<file path="src/rtl/distance_median_filter_pkg.sv">
// Shared constants for the distance median filter: default widths, the invalid
// distance marker and the FSM state encodings.
package distance_median_filter_pkg;

    localparam int DW_DEF       = 16;
    localparam int PW_DEF       = 12;
    localparam int DIST_INVALID = 0;

    typedef logic [1:0] hist_cnt_t;

    localparam logic [2:0] ST_IDLE  = 3'd0;
    localparam logic [2:0] ST_QUAL  = 3'd1;
    localparam logic [2:0] ST_CMP   = 3'd2;
    localparam logic [2:0] ST_SEL   = 3'd3;
    localparam logic [2:0] ST_FLUSH = 3'd4;

endpackage

</file>
<file path="src/rtl/median3_u16.sv">
// Combinational 3-input unsigned median; returns a one-hot select of the median
// operand, preferring the lowest-index operand when values tie.
module median3_u16 #(
    parameter int W = 16
) (
    input  logic [W-1:0] a,
    input  logic [W-1:0] b,
    input  logic [W-1:0] c,
    output logic [2:0]   sel
);

    logic a_med;
    logic b_med;

    assign a_med = ((a >= b) && (a <= c)) || ((a <= b) && (a >= c));
    assign b_med = ((b >= a) && (b <= c)) || ((b <= a) && (b >= c));

    assign sel[0] = a_med;
    assign sel[1] = b_med && !a_med;
    assign sel[2] = !a_med && !b_med;

endmodule

</file>
<file path="src/rtl/distance_median_filter.sv">
// Range/pulse qualification plus a 3-tap median over angularly adjacent points
// of one scan frame; one output point per input point, delayed by one point.
module distance_median_filter
    import distance_median_filter_pkg::*;
#(
    parameter int DW = DW_DEF,
    parameter int PW = PW_DEF
) (
    input  logic          clk,
    input  logic          rst,
    input  logic          ad_en,
    input  logic [DW-1:0] ad_distance,
    input  logic [PW-1:0] time_pluse_a,
    input  logic          frame_start,
    input  logic          filter_en,
    input  logic [DW-1:0] MIN_DIST,
    input  logic [DW-1:0] MAX_DIST,
    input  logic [PW-1:0] MIN_PULSE,
    output logic          dist_en,
    output logic [DW-1:0] dist_out,
    output logic [PW-1:0] pulse_out,
    output logic          err_overrun
);

    // Handshake: ad_en, frame_start and dist_en are single-cycle valid strobes
    // with no ready/backpressure; a point is transferred in the cycle its strobe
    // is high, and dist_out/pulse_out hold their last value between strobes.

    logic [2:0]    state;
    hist_cnt_t     cnt;
    logic          smp_pend;
    logic          flush_pend;

    logic [DW-1:0] raw_dist;
    logic [PW-1:0] raw_pulse;
    logic          raw_byp;
    logic          raw_valid;

    logic [DW-1:0] x_dist;
    logic [PW-1:0] x_pulse;
    logic          x_valid;
    logic          x_byp;

    logic [DW-1:0] prev_dist;
    logic          prev_valid;
    logic [DW-1:0] cur_dist;
    logic [PW-1:0] cur_pulse;
    logic          cur_valid;

    logic [2:0]    med_sel;
    logic [2:0]    sel_q;
    logic [DW-1:0] med_dist;
    logic [DW-1:0] centre_dist;

    assign raw_valid = (raw_dist >= MIN_DIST) && (raw_dist <= MAX_DIST) &&
                       (raw_pulse >= MIN_PULSE);

    median3_u16 #(.W(DW)) u_median (
        .a   (prev_dist),
        .b   (cur_dist),
        .c   (x_dist),
        .sel (med_sel)
    );

    always_comb begin
        med_dist = x_dist;
        if (sel_q[0]) begin
            med_dist = prev_dist;
        end else if (sel_q[1]) begin
            med_dist = cur_dist;
        end
    end

    // The median is only trusted when both neighbours are real points.
    always_comb begin
        centre_dist = cur_dist;
        if (!cur_valid) begin
            centre_dist = DW'(DIST_INVALID);
        end else if ((cnt == 2'd2) && prev_valid && x_valid) begin
            centre_dist = med_dist;
        end
    end

    always_ff @(posedge clk or negedge rst) begin
        if (!rst) begin
            state       <= ST_IDLE;
            cnt         <= 2'd0;
            smp_pend    <= 1'b0;
            flush_pend  <= 1'b0;
            raw_dist    <= '0;
            raw_pulse   <= '0;
            raw_byp     <= 1'b0;
            x_dist      <= '0;
            x_pulse     <= '0;
            x_valid     <= 1'b0;
            x_byp       <= 1'b0;
            prev_dist   <= '0;
            prev_valid  <= 1'b0;
            cur_dist    <= '0;
            cur_pulse   <= '0;
            cur_valid   <= 1'b0;
            sel_q       <= '0;
            dist_en     <= 1'b0;
            dist_out    <= '0;
            pulse_out   <= '0;
            err_overrun <= 1'b0;
        end else begin
            dist_en <= 1'b0;
            if (ad_en && (state != ST_IDLE)) begin
                err_overrun <= 1'b1;
            end
            // A frame boundary seen mid-point is replayed once the point is out.
            if (frame_start && (state inside {ST_QUAL, ST_CMP, ST_SEL})) begin
                flush_pend <= 1'b1;
            end

            case (state)
                ST_IDLE: begin
                    if (ad_en) begin
                        raw_dist  <= ad_distance;
                        raw_pulse <= time_pluse_a;
                        raw_byp   <= !filter_en;
                    end
                    if (frame_start || flush_pend) begin
                        flush_pend <= 1'b0;
                        smp_pend   <= ad_en;
                        state      <= ST_FLUSH;
                    end else if (ad_en) begin
                        state <= ST_QUAL;
                    end
                end
                ST_QUAL: begin
                    x_dist  <= raw_valid ? raw_dist : DW'(DIST_INVALID);
                    x_pulse <= raw_pulse;
                    x_valid <= raw_valid;
                    x_byp   <= raw_byp;
                    state   <= ST_CMP;
                end
                ST_CMP: begin
                    sel_q <= med_sel;
                    state <= ST_SEL;
                end
                ST_SEL: begin
                    if (x_byp) begin
                        dist_en   <= 1'b1;
                        dist_out  <= x_dist;
                        pulse_out <= x_pulse;
                        cnt       <= 2'd0;
                    end else if (cnt == 2'd0) begin
                        cur_dist  <= x_dist;
                        cur_pulse <= x_pulse;
                        cur_valid <= x_valid;
                        cnt       <= 2'd1;
                    end else begin
                        dist_en    <= 1'b1;
                        dist_out   <= centre_dist;
                        pulse_out  <= cur_pulse;
                        prev_dist  <= cur_dist;
                        prev_valid <= cur_valid;
                        cur_dist   <= x_dist;
                        cur_pulse  <= x_pulse;
                        cur_valid  <= x_valid;
                        cnt        <= 2'd2;
                    end
                    state <= ST_IDLE;
                end
                ST_FLUSH: begin
                    if (cnt != 2'd0) begin
                        dist_en   <= 1'b1;
                        dist_out  <= cur_valid ? cur_dist : DW'(DIST_INVALID);
                        pulse_out <= cur_pulse;
                    end
                    cnt      <= 2'd0;
                    smp_pend <= 1'b0;
                    state    <= smp_pend ? ST_QUAL : ST_IDLE;
                end
                default: begin
                    state <= ST_IDLE;
                end
            endcase
        end
    end

endmodule

</file>
<file path="config.mk">
export PLATFORM = sky130hd
export DESIGN_NAME = distance_median_filter
export DESIGN_NICKNAME = d
export VERILOG_FILES = /design/src/rtl/distance_median_filter_pkg.sv /design/src/rtl/median3_u16.sv /design/src/rtl/distance_median_filter.sv
export SDC_FILE = /design/constraint.sdc
export NUM_CORES = 1
export LEC_CHECK = 0
export ABC_AREA = 0
export BUFFER_PORTS_ARGS = -buffer_cell sky130_fd_sc_hd__buf_2
export CORE_MARGIN = 2
export CORE_UTILIZATION = 35
export CTS_CLUSTER_DIAMETER = 150
export DETAILED_ROUTE_END_ITERATION = 12
export GPL_TIMING_DRIVEN = 0
export MAX_ROUTING_LAYER = met4
export SLEW_MARGIN = 20
export SYNTH_ARGS = -nofsm -noshare
export SYNTH_HDL_FRONTEND = slang
export SYNTH_SLANG_ARGS = --single-unit
</file>
<file path="constraint.sdc">
create_clock -name clk -period 2.77 [get_ports clk]
set_clock_uncertainty 0.15 [all_clocks]
set_input_delay 0.1385 -clock clk [delete_from_list [all_inputs] [get_ports clk]]
set_output_delay 0.1385 -clock clk [all_outputs]
set_load 0.01 [all_outputs]
</file>
==> reports/qor.yml <==
core_area_um2: 22800
p_leak_nw: 5.13
drc: 0
hold_viol: 0
vias_per_cell: 5.05
start_util_pct: 35.8
routedWlPerCell_um: 15.9
reg2reg_from: "x_dist[1]$_DFFE_PN0N_"
syn_inst: 847
p_per_area_nw_per_um2: 1030
num-fill-cells: 2197
synth_top_area_share_pct: 44.2
ant_nets: 0
fin_crit_sh_pct: 97.1
maxCapViolations: 0
slew_violations: 0
drive_above_1_share_pct: 21.2
syn_area_per_cell_um2: 9.63
io_buffers: 106
die_w_um: 157
ir_drop_mv: 0.499
p_comb_share_pct: 40.7
antenna_found_initial: 0
synth_edf_count: 0
switching_power_mw: 4.00
nets: 1179
yosysSeqAreaShare_pct: 44.2
worst_pin_slew_ps: 772
fin_tns_setup_ps: 0
p_int_mw: 6.48
synthTopCellsByArea: "dfrtp_1 (44%), ha_1 (14%), nand2_1 (6.4%), mux2_2 (5.5%), a21oi_1 (4.2%)"
grt_start_max_net_pins: 95
netSwitchingFraction_pct: 38.2
grt-ovfl-total: 0
synth_seq_cells: 144
diodes: 0
root_buffer: "clkbuf_16"
status: "finished clean"
power.share.clock_pct: 24.8
vias: 6741
area_delta_synth_final_pct: 24.9
setup_viol: 0
drtIter0Drc: 442
crit_arrival_ps: 2850
critPathMaxFanout: 3
ios: 107
grt_setup_unrepaired: "false"
clk_pin_slew_ps: 60
final_common_cell: "nand2_1"
synth-async-reset-ratio_pct: 100
worstPathRequired_ps: 2930
htreeDepth: 4
dieArea_um2: 24500
dpl.hpwl_um: 15900
die-height_um: 157
syn_nets: 1016
finalCriticalPeriod_ps: 2690
clockBufferDepth: 2
clock-sinks: 144
worst_setup_path_start_kind: "flip-flop"
relSlewSlack_pct: 48.1
layout_common_cells: "nand2_1 (139), dfrtp_1 (135), buf_2 (108)"
worstSetupPathType: "flip-flop to flip-flop"
drtPass1Iterations: 6
synth-main-ff-cell: "dfrtp_1"
grt_first_pass_wirelength_um: 34800
fmax_ghz: 0.372
yosys_warnings: 0
synth_cell_types: 55
seqPwrFrac_pct: 34.5
cts_tree: "built"
clk_latency_ps: 430
grtUsageTotal_pct: 18.9
hold_path_class: "input port to async pin"
grt_pass1_vias: 6631
synth_top_area_cell: "dfrtp_1"
startpoint: "x_dist[1]$_DFFE_PN0N_"
endpoint_kind: "flip-flop"
syn_area_um2: 8160
globalplace.congestion: 0.880
cts_buffers: 17
rows: 55
final_cell_area_um2: 10200
wl_um: 21200
placed_area_um2: 9110
-- kinds of logic (layout without fill, tap and decap cells) --
group,count (synthesis),after routing,share of synthesized area [%]
AOI/OAI and AO/OA,182,182,14.9
xor gates and xnor gates,2,2,0.215
adders and majority gates,92,92,14.1
buffers and inverters,116,292,5.54
DFF,144,144,44.2
muxes,55,55,7.36
and+or+nand+nor,256,256,13.7
-- layer usage --
metal | track usage (%) | up-vias | wire length (um)
li1 | - | 3331 | -
met2 | 28.5 | 186 | 9570
met5 | - | - | 0
met4 | 5.77 | 0 | 378
met1 | 25.6 | 3199 | 10200
met3 | 3.90 | 25 | 1090
-- state kept, by name, summed over array words and instances, names as in the netlist --
name / cells
cur_dist: 16
dist_out: 16
prev_dist: 16
raw_dist: 16
x_dist: 16
cur_pulse: 12
pulse_out: 12
raw_pulse: 12
x_pulse: 12
state: 3
cnt: 2
sel_q: 2
cur_valid: 1
dist_en: 1
err_overrun: 1
flush_pend: 1
prev_valid: 1
raw_byp: 1
smp_pend: 1
x_byp: 1
x_valid: 1
-- layout make-up --
cell class | count | area (um2) | share of cell area (%)
plain buffers | 34 | 149 | 1.46
repair buffers | 145 | 933 | 9.16
clock inverters | 13 | 221 | 2.17
inverters | 81 | 304 | 2.98
multi-input cells | 587 | 4120 | 40.4
clock buffers | 19 | 453 | 4.45
flip-flops and latches | 144 | 3610 | 35.5
well taps | 313 | 392 | 3.84
-- worst max-delay path, stage by stage, from the launching register on --
cell,delay (ps)
dfrtp_2,410
inv_2,50
ha_1,280
nor2b_4,130
o211ai_2,190
a2111oi_2,90
or4b_4,510
xor2_1,180
or3_4,380
a22o_1,200
-- final timing paths --
kind	to	slack [ps]	depth (start not counted)
setup / recovery	sel_q[1]$_DFFE_PN0N_	80	9
hold / removal	cur_dist[12]$_DFFE_PN0P_	60	2
setup reg to reg	sel_q[1]$_DFFE_PN0N_	80	9
hold reg to reg	err_overrun$_DFFE_PN0P_	320	1
max in group asynchronous	x_dist[1]$_DFFE_PN0N_	1590	3
min in group clk	raw_pulse[10]$_DFFE_PN0P_	280	4
-- power by group through the flow --
stage	combinational [mW]	clock (mW)	sequential [mW]
after floorplan	2.95	0	3.47
after global placement	4.03	0	3.62
after detailed placement	4.10	0	3.65
after CTS	4.18	2.64	3.61
after global routing	4.87	2.74	3.73
final	4.27	2.59	3.62
-- timing repair --
item,in CTS,in global routing
buffers inserted,1,5
resized for setup,2,21
hold buffers,32,0
endpoints found under the setup margin,12,5
endpoints found under the hold margin,178,0
pin swaps,2,3
-- cell usage after synthesis (all sizes together), types with 5 or more instances --
library cell and instances:
a2111oi 5, a211oi 5, a21o 14, a21oi 69, a222oi 16, a22o 17, a31oi 13, buf 5
clkbuf 30, dfrtp 144, ha 92, inv 81, mux2 40, mux2i 15, nand2 140, nand3 9
nand4 19, nor2 60, nor2b 5, nor3 6, o21ai 30
-- per-stage QoR --
stage          util [%]  hold WS [ps]  worst slack (ps)  instances  total power [mW]
6_report           44.7          63.8              80.1       1336              10.5
3_5_place_dp       40.0         -71.9             -35.2       1267              7.75
4_1_cts            44.4          64.6              10.2       1332              10.4
3_3_place_gp       39.9           183              -745       1266              7.65
2_1_floorplan         -          -307               228        847              6.42
5_1_grt            44.7          77.8              9.28       1336              11.3
Power figures use the tool's default switching activity.
